==> src/rtl/tag_resolver_if.sv <==
// -----------------------------------------------------------------------------
// tag_resolver_if
// Purpose : bundles the tag resolver's control inputs, the held tag mask and
//           the address valid/ready handshake into one connection.
// Signals : tags_in, capture, accumulate, start, abort, out_ready  (into block)
//           tag_reg, any_match, out_valid, out_addr, busy, done   (from block)
//           match_count (from block, only when TAG_RESOLVER_COUNT_EN is set)
// Modports: slave  - the tag_resolver itself
//           master - whoever drives commands and consumes addresses
// Build option: TAG_RESOLVER_COUNT_EN adds the match_count signal.
// -----------------------------------------------------------------------------
interface tag_resolver_if #(
  parameter int CELL_QUANT = 512
);
  localparam int ADDR_W = (CELL_QUANT > 1) ? $clog2(CELL_QUANT) : 1;

  logic [CELL_QUANT-1:0] tags_in;
  logic                  capture;
  logic                  accumulate;
  logic                  start;
  logic                  abort;
  logic                  out_ready;
  logic [CELL_QUANT-1:0] tag_reg;
  logic                  any_match;
  logic                  out_valid;
  logic [ADDR_W-1:0]     out_addr;
  logic                  busy;
  logic                  done;
`ifdef TAG_RESOLVER_COUNT_EN
  logic [ADDR_W:0]       match_count;

  modport slave (
    input  tags_in, capture, accumulate, start, abort, out_ready,
    output tag_reg, any_match, out_valid, out_addr, busy, done, match_count
  );
  modport master (
    output tags_in, capture, accumulate, start, abort, out_ready,
    input  tag_reg, any_match, out_valid, out_addr, busy, done, match_count
  );
`else
  modport slave (
    input  tags_in, capture, accumulate, start, abort, out_ready,
    output tag_reg, any_match, out_valid, out_addr, busy, done
  );
  modport master (
    output tags_in, capture, accumulate, start, abort, out_ready,
    input  tag_reg, any_match, out_valid, out_addr, busy, done
  );
`endif
endinterface

==> src/rtl/tag_resolver.sv <==
// -----------------------------------------------------------------------------
// tag_resolver
// Purpose : captures the CAM tag vector into a held mask (used as the
//           parallel-write enable mask), then walks the set tags lowest index
//           first, presenting one cell address per valid/ready handshake.
// Ports   : CLK100MHZ - clock, rising edge
//           rst       - asynchronous reset, active low
//           bus       - tag_resolver_if.slave (commands, mask, address stream)
// Build option: TAG_RESOLVER_COUNT_EN adds a registered match_count that is
//           loaded with the popcount of the captured mask and decremented on
//           every accepted address.
// -----------------------------------------------------------------------------
module tag_resolver #(
  parameter int CELL_QUANT = 512
) (
  input  logic           CLK100MHZ,
  input  logic           rst,
  tag_resolver_if.slave  bus
);
  localparam int ADDR_W = (CELL_QUANT > 1) ? $clog2(CELL_QUANT) : 1;

  typedef enum logic [1:0] {
    IDLE = 2'd0,
    SCAN = 2'd1,
    DONE = 2'd2
  } state_t;

  state_t                state_q, state_d;
  logic [CELL_QUANT-1:0] tag_reg_q, tag_reg_d;
  logic [CELL_QUANT-1:0] pend_q, pend_d;
  logic                  any_match_q, any_match_d;
  logic                  out_valid_q, out_valid_d;
  logic [ADDR_W-1:0]     out_addr_q, out_addr_d;
  logic                  pend_nz;
  logic [ADDR_W-1:0]     pend_idx;

  // Index 0 wins: scanning downward lets the lowest set bit overwrite last.
  function automatic logic [ADDR_W-1:0] lowest_idx(input logic [CELL_QUANT-1:0] v);
    logic [ADDR_W-1:0] idx;
    idx = '0;
    for (int i = CELL_QUANT - 1; i >= 0; i--) begin
      if (v[i]) idx = ADDR_W'(i);
    end
    return idx;
  endfunction

  assign pend_nz  = |pend_q;
  assign pend_idx = lowest_idx(pend_q);

  always_comb begin
    state_d     = state_q;
    tag_reg_d   = tag_reg_q;
    pend_d      = pend_q;
    any_match_d = any_match_q;
    out_valid_d = out_valid_q;
    out_addr_d  = out_addr_q;
    case (state_q)
      IDLE: begin
        if (bus.capture) begin
          tag_reg_d   = bus.accumulate ? (tag_reg_q | bus.tags_in) : bus.tags_in;
          any_match_d = |tag_reg_d;
        end
        if (bus.start) begin
          // tag_reg_d already reflects a same-cycle capture.
          pend_d  = tag_reg_d;
          state_d = SCAN;
        end
      end
      SCAN: begin
        if (bus.abort) begin
          out_valid_d = 1'b0;
          pend_d      = '0;
          state_d     = IDLE;
        end else if (!out_valid_q || bus.out_ready) begin
          // Slot is empty or being drained this cycle: refill or finish.
          if (pend_nz) begin
            out_addr_d  = pend_idx;
            // x & (x-1) clears exactly the lowest set bit, i.e. pend_idx.
            pend_d      = pend_q & (pend_q - 1'b1);
            out_valid_d = 1'b1;
          end else begin
            out_valid_d = 1'b0;
            state_d     = DONE;
          end
        end
      end
      DONE: begin
        state_d = IDLE;
      end
      default: begin
        state_d     = IDLE;
        out_valid_d = 1'b0;
        pend_d      = '0;
      end
    endcase
  end

  always_ff @(posedge CLK100MHZ or negedge rst) begin
    if (!rst) begin
      state_q     <= IDLE;
      tag_reg_q   <= '0;
      pend_q      <= '0;
      any_match_q <= 1'b0;
      out_valid_q <= 1'b0;
      out_addr_q  <= '0;
    end else begin
      state_q     <= state_d;
      tag_reg_q   <= tag_reg_d;
      pend_q      <= pend_d;
      any_match_q <= any_match_d;
      out_valid_q <= out_valid_d;
      out_addr_q  <= out_addr_d;
    end
  end

  assign bus.tag_reg   = tag_reg_q;
  assign bus.any_match = any_match_q;
  assign bus.out_valid = out_valid_q;
  assign bus.out_addr  = out_addr_q;
  assign bus.busy      = (state_q == SCAN);
  assign bus.done      = (state_q == DONE);

`ifdef TAG_RESOLVER_COUNT_EN
  // The extra bit lets an all-ones mask report CELL_QUANT exactly.
  function automatic logic [ADDR_W:0] popcount(input logic [CELL_QUANT-1:0] v);
    logic [ADDR_W:0] cnt;
    cnt = '0;
    for (int i = 0; i < CELL_QUANT; i++) begin
      cnt = cnt + {{ADDR_W{1'b0}}, v[i]};
    end
    return cnt;
  endfunction

  logic [ADDR_W:0] match_count_q, match_count_d;
  logic            capture_hon;
  logic            accept;

  always_comb begin
    capture_hon   = (state_q == IDLE) && bus.capture;
    accept        = (state_q == SCAN) && !bus.abort && out_valid_q && bus.out_ready;
    match_count_d = match_count_q;
    if (capture_hon) begin
      match_count_d = popcount(tag_reg_d);
    end else if (accept) begin
      match_count_d = match_count_q - 1'b1;
    end
  end

  always_ff @(posedge CLK100MHZ or negedge rst) begin
    if (!rst) begin
      match_count_q <= '0;
    end else begin
      match_count_q <= match_count_d;
    end
  end

  assign bus.match_count = match_count_q;
`endif

endmodule

==> src/flat_wrapper.sv <==
// flat-port wrapper written by rule: the top's interface ports become plain ports
module tag_resolver_flat 
#(
  parameter int CELL_QUANT = 512
)
  (CLK100MHZ, rst, bus_tags_in, bus_capture, bus_accumulate, bus_start, bus_abort, bus_out_ready, bus_tag_reg, bus_any_match, bus_out_valid, bus_out_addr, bus_busy, bus_done);
  tag_resolver_if #(.CELL_QUANT(CELL_QUANT)) bus_i ();
  input  logic CLK100MHZ;
  input  logic rst;
  input wire logic [$bits(bus_i.tags_in)-1:0] bus_tags_in;
  input wire logic [$bits(bus_i.capture)-1:0] bus_capture;
  input wire logic [$bits(bus_i.accumulate)-1:0] bus_accumulate;
  input wire logic [$bits(bus_i.start)-1:0] bus_start;
  input wire logic [$bits(bus_i.abort)-1:0] bus_abort;
  input wire logic [$bits(bus_i.out_ready)-1:0] bus_out_ready;
  output wire logic [$bits(bus_i.tag_reg)-1:0] bus_tag_reg;
  output wire logic [$bits(bus_i.any_match)-1:0] bus_any_match;
  output wire logic [$bits(bus_i.out_valid)-1:0] bus_out_valid;
  output wire logic [$bits(bus_i.out_addr)-1:0] bus_out_addr;
  output wire logic [$bits(bus_i.busy)-1:0] bus_busy;
  output wire logic [$bits(bus_i.done)-1:0] bus_done;
  assign bus_i.tags_in = bus_tags_in;
  assign bus_i.capture = bus_capture;
  assign bus_i.accumulate = bus_accumulate;
  assign bus_i.start = bus_start;
  assign bus_i.abort = bus_abort;
  assign bus_i.out_ready = bus_out_ready;
  assign bus_tag_reg = bus_i.tag_reg;
  assign bus_any_match = bus_i.any_match;
  assign bus_out_valid = bus_i.out_valid;
  assign bus_out_addr = bus_i.out_addr;
  assign bus_busy = bus_i.busy;
  assign bus_done = bus_i.done;
  tag_resolver #(.CELL_QUANT(CELL_QUANT)) u_core (.CLK100MHZ(CLK100MHZ), .rst(rst), .bus(bus_i));
endmodule
==> config.mk <==
export PLATFORM = sky130hd
export DESIGN_NAME = tag_resolver_flat
export DESIGN_NICKNAME = d
export VERILOG_FILES = /design/src/rtl/tag_resolver_if.sv /design/src/rtl/tag_resolver.sv /design/src/flat_wrapper.sv
export SDC_FILE = /design/constraint.sdc
export NUM_CORES = 2
export LEC_CHECK = 0
export BUFFER_PORTS_ARGS = -buffer_cell sky130_fd_sc_hd__buf_2
export CAP_MARGIN = 20
export CORE_AREA = 2 2 405 407
export DETAILED_ROUTE_END_ITERATION = 16
export DIE_AREA = 0 0 407 409
export GPL_TIMING_DRIVEN = 0
export PLACE_DENSITY = 0.54
export SETUP_SLACK_MARGIN = 0.1
export SLEW_MARGIN = 0
export SYNTH_ARGS = -nofsm -noshare
export SYNTH_HDL_FRONTEND = slang
export SYNTH_SLANG_ARGS = --single-unit
export TNS_END_PERCENT = 20
==> constraint.sdc <==
create_clock -name CLK100MHZ -period 4.2 [get_ports CLK100MHZ]
set_clock_uncertainty 0.15 [all_clocks]
set_input_delay 0.42 -clock CLK100MHZ [delete_from_list [all_inputs] [get_ports CLK100MHZ]]
set_output_delay 0.42 -clock CLK100MHZ [all_outputs]
set_load 0.01 [all_outputs]
==> summary.md <==
Counting every sink on the clock net gives 1037. Share of synthesized registers carrying an async set or reset: 100%. Measured on the finished design, the core utilization comes to 49.6%. The maximum buffer depth of the clock tree was 3; the number of rows in the core area was 148.

The clock latency of the later-clocked register in the worst-skew pair was 0.82 ns; the total vias in the final route was 74073. The most common cell type on the critical path is nor4_1. Setup repair after global routing could not meet its margin everywhere. Yosys mapped a number of flops with a built-in enable equal to 0.

Cells with a size suffix above 1 make up 21.4% of the layout. The run gives 320000 um as the final HPWL from detailed placement. Setup violations remaining at the end of the flow were counted as 4. Among all stages on the critical path, the largest delay is contributed by nor4_1.

The biggest area contributor in the post-synthesis netlist is dfrtp_1. The mapped netlist covers 0.0587 mm2. For the count of different cell masters after synthesis, the log shows 93. The tools report the critical path endpoint category as a register. Walking the worst path, the cells encountered are dlygate4sd3_1 > buf_2 > nor4_1 > buf_2 > nand4_1 > nor4_1 > nand4_1 > nor4_1 > a21oi_1. The delay of the slowest cell on the worst path was 1.12 ns.

In this run the power density over the cells is 560 mW/mm2. The run gives 6689 as the number of instances in the synthesized netlist. The filler cells instantiated in the layout total 15904. The run finished, with violations left.

The time the final worst path needs with I/O delays and setup was 4.26 ns. The average wire per standard cell is 37.6 um. For the final non-filler cell total, the log shows 10861.

The die covers 0.166 mm2. In this run, CTS created clock tree buffers numbering 120. Critical path launch point type: an input port. Number of slew-limit violations in the final report: 0. The data arrival time of the worst path was 4.77 ns. The vertical extent of the die works out to 409 um. For the worst supply voltage drop on vdd, the log shows 0.000392 V. At the worst endpoint, the required time is 4.71 ns. The design draws 45.0 mW. The initial antenna violation count came out at 45. The first routing iteration left 11653 violations.

The placeable core region came out at 0.162 mm2. Synthesis inferred 1037 register bits. At the end of the flow, the number of nets in the layout was 9083.

The global-route wire length before repair was 556000 um. The prevailing post-synth register cell was dfrtp_1. The logs give -0.0567 ns for the setup slack after layout and 0 for the max-capacitance violation count. Measured against its own limit, the worst slew margin works out to 10.8%.

The final estimated routing congestion in global placement was 1.07; the cell count after placement was 9994. TritonCTS built the clock tree. Yosys printed 0 warnings. The share of the synthesized area in the top cell type works out to 44.2%.

After clock tree synthesis, the clock-pin slew on the worst setup and hold paths is 0.06 ns. The run gives 69753 as the number of global-route vias before repair. The signed area change from the synthesized netlist to the final layout is 36.9%. On the final layout, the worst hold slack is 0.102 ns. The total congestion overflow after global routing was 0.

Summed over all layers, the routed wires come to 408000 um. In this run the worst hold path is classified as in2async. Once detail routing completed, the nets flagged for antenna violations numbered 0.

The average via count per standard cell is 6.82. Sorting the synthesized cells by how often they occur yields dfrtp_1, o21ai_0, nor2_1. For the number of hold violations in the final report, the log shows 0. The worst setup path is of the in2reg kind.

Number of detailed-route iterations in the first pass: 6. The pin count of the biggest net entering global routing is 157. The die is 407 um wide.

For the part of the Yosys area used for sequential elements, the log shows 44.2%. In this run the tool buffered the top-level ports with 1041 buffer cells. The critical-path maximum fanout was 2; the number of design rule violations left after detail routing was 0. CTS built an H-tree with a depth of 3.

Global routing used 47.1% of the available tracks across all layers. Setup total negative slack on the finished layout was measured at -0.122 ns. The most common cell in the synthesized netlist is dfrtp_1.

The worst path uses 101% of the clock period. The cell sitting at the root of the clock tree is a clkbuf_16. The maximum frequency from static timing analysis is 235 MHz. The checks that failed: setup timing. The transition time at the pin with the least slew margin was 1.33 ns. The average footprint of a synthesized cell was 8.78 um2; the number of nets in the synthesized netlist was 7208.

The I/O pin count is 1044. Sorting the synthesized cells by area gives the leading types as dfrtp_1, a22o_1, o21ai_0, a22oi_1, nor4_1. Summed over all cells, the static leakage comes to 34.0 nW. For this configuration, the core starts out at a cell density of 36.2%.
==> routing by layer <==
layer | wire length [um] | vias to the layer above | GRT usage (%)
met5 | 243 | - | 0
met4 | 28500 | 40 | 26.6
met3 | 45800 | 1184 | 13.6
met2 | 176000 | 5259 | 70.3
met1 | 158000 | 37410 | 60.6
li1 | - | 30180 | -
==> worst max-delay path: cells and delay by family <==
kind | cells | cell delay [ns]
buffers and inverters | 3 | 0.93
AOI/OAI and AO/OA | 1 | 0.12
and+or+nand+nor | 5 | 3.28
==> worst paths after layout <==
path                       slack [ns]                      end  depth (start not counted)                    from
setup / recovery                -0.06     u_core.bus.any_match                          9        bus_tags_in[261]
hold / removal                   0.10  u_core.bus.tag_reg[202]                          2                     rst
setup reg to reg                -0.02   u_core.bus.out_addr[0]                          9      u_core.pend_q[258]
hold reg to reg                  0.33   u_core.bus.out_addr[1]                          2  u_core.bus.out_addr[1]
max in group asynchronous        1.24  u_core.bus.tag_reg[445]                          5                     rst
min in group CLK100MHZ           0.21   u_core.bus.tag_reg[48]                          3         bus_tags_in[48]
==> layout make-up <==
cell class,count,area (um2),share of cell area (%)
well taps,2175,2720,3.39
plain buffers,460,2050,2.54
clock buffers,171,3510,4.36
flip-flops and latches,1037,26000,32.3
repair buffers,1757,12300,15.3
clock inverters,48,706,0.878
diodes,25,62.6,0.0778
multi-input cells,5039,32500,40.5
inverters,149,559,0.696
==> cell usage in the layout (no fill, tap or decap), drive strengths merged, types with 38 or more instances in the layout <==
master,count
a22o,506
nand2,323
clkbuf,597
a22oi,513
buf,1275
o211ai,38
dlygate4sd3,514
and3,49
a31oi,120
or3,40
nand3,142
o31ai,49
a21oi,351
nand4,159
o21ai,902
or4,61
inv,156
dfrtp,1037
nor3,209
nor2,562
nor4,548
o22ai,48
==> report_power, final <==
part           internal, mW  leakage, nW  total, mW  switching, mW
clock network          6.71         2.06       11.6           4.85
logic                  5.83         19.4       16.1           10.3
registers              12.4         12.6       17.3           4.95
total                  24.9         34.0       45.0           20.1
==> cell families (layout without fill, tap and decap cells) <==
kind of cell,after synthesis,in the layout,synth area share (%)
compound gates,2754,2754,31.0
simple gates,2285,2285,20.7
flops,1037,1037,44.2
buf+inv,613,2585,4.09
other cells,0,25,0
==> what timing repair did <==
action	CTS	global route
resized for setup	320	179
hold buffers	513	0
cloned	0	0
setup buffers	71	35
hold endpoints to repair	1099	0
setup endpoints to repair	839	523
pin swaps	51	47
==> stage by stage <==
stage,area [um2],setup WS (ns)
after global placement,66700,-21.53
after CTS,79300,-0.0509
after floorplan,58700,0.472
after global routing,80300,-0.0485
after detailed placement,67800,-2.20
final,80400,-0.0567
Note: power is estimated with default switching activity, not from simulation.
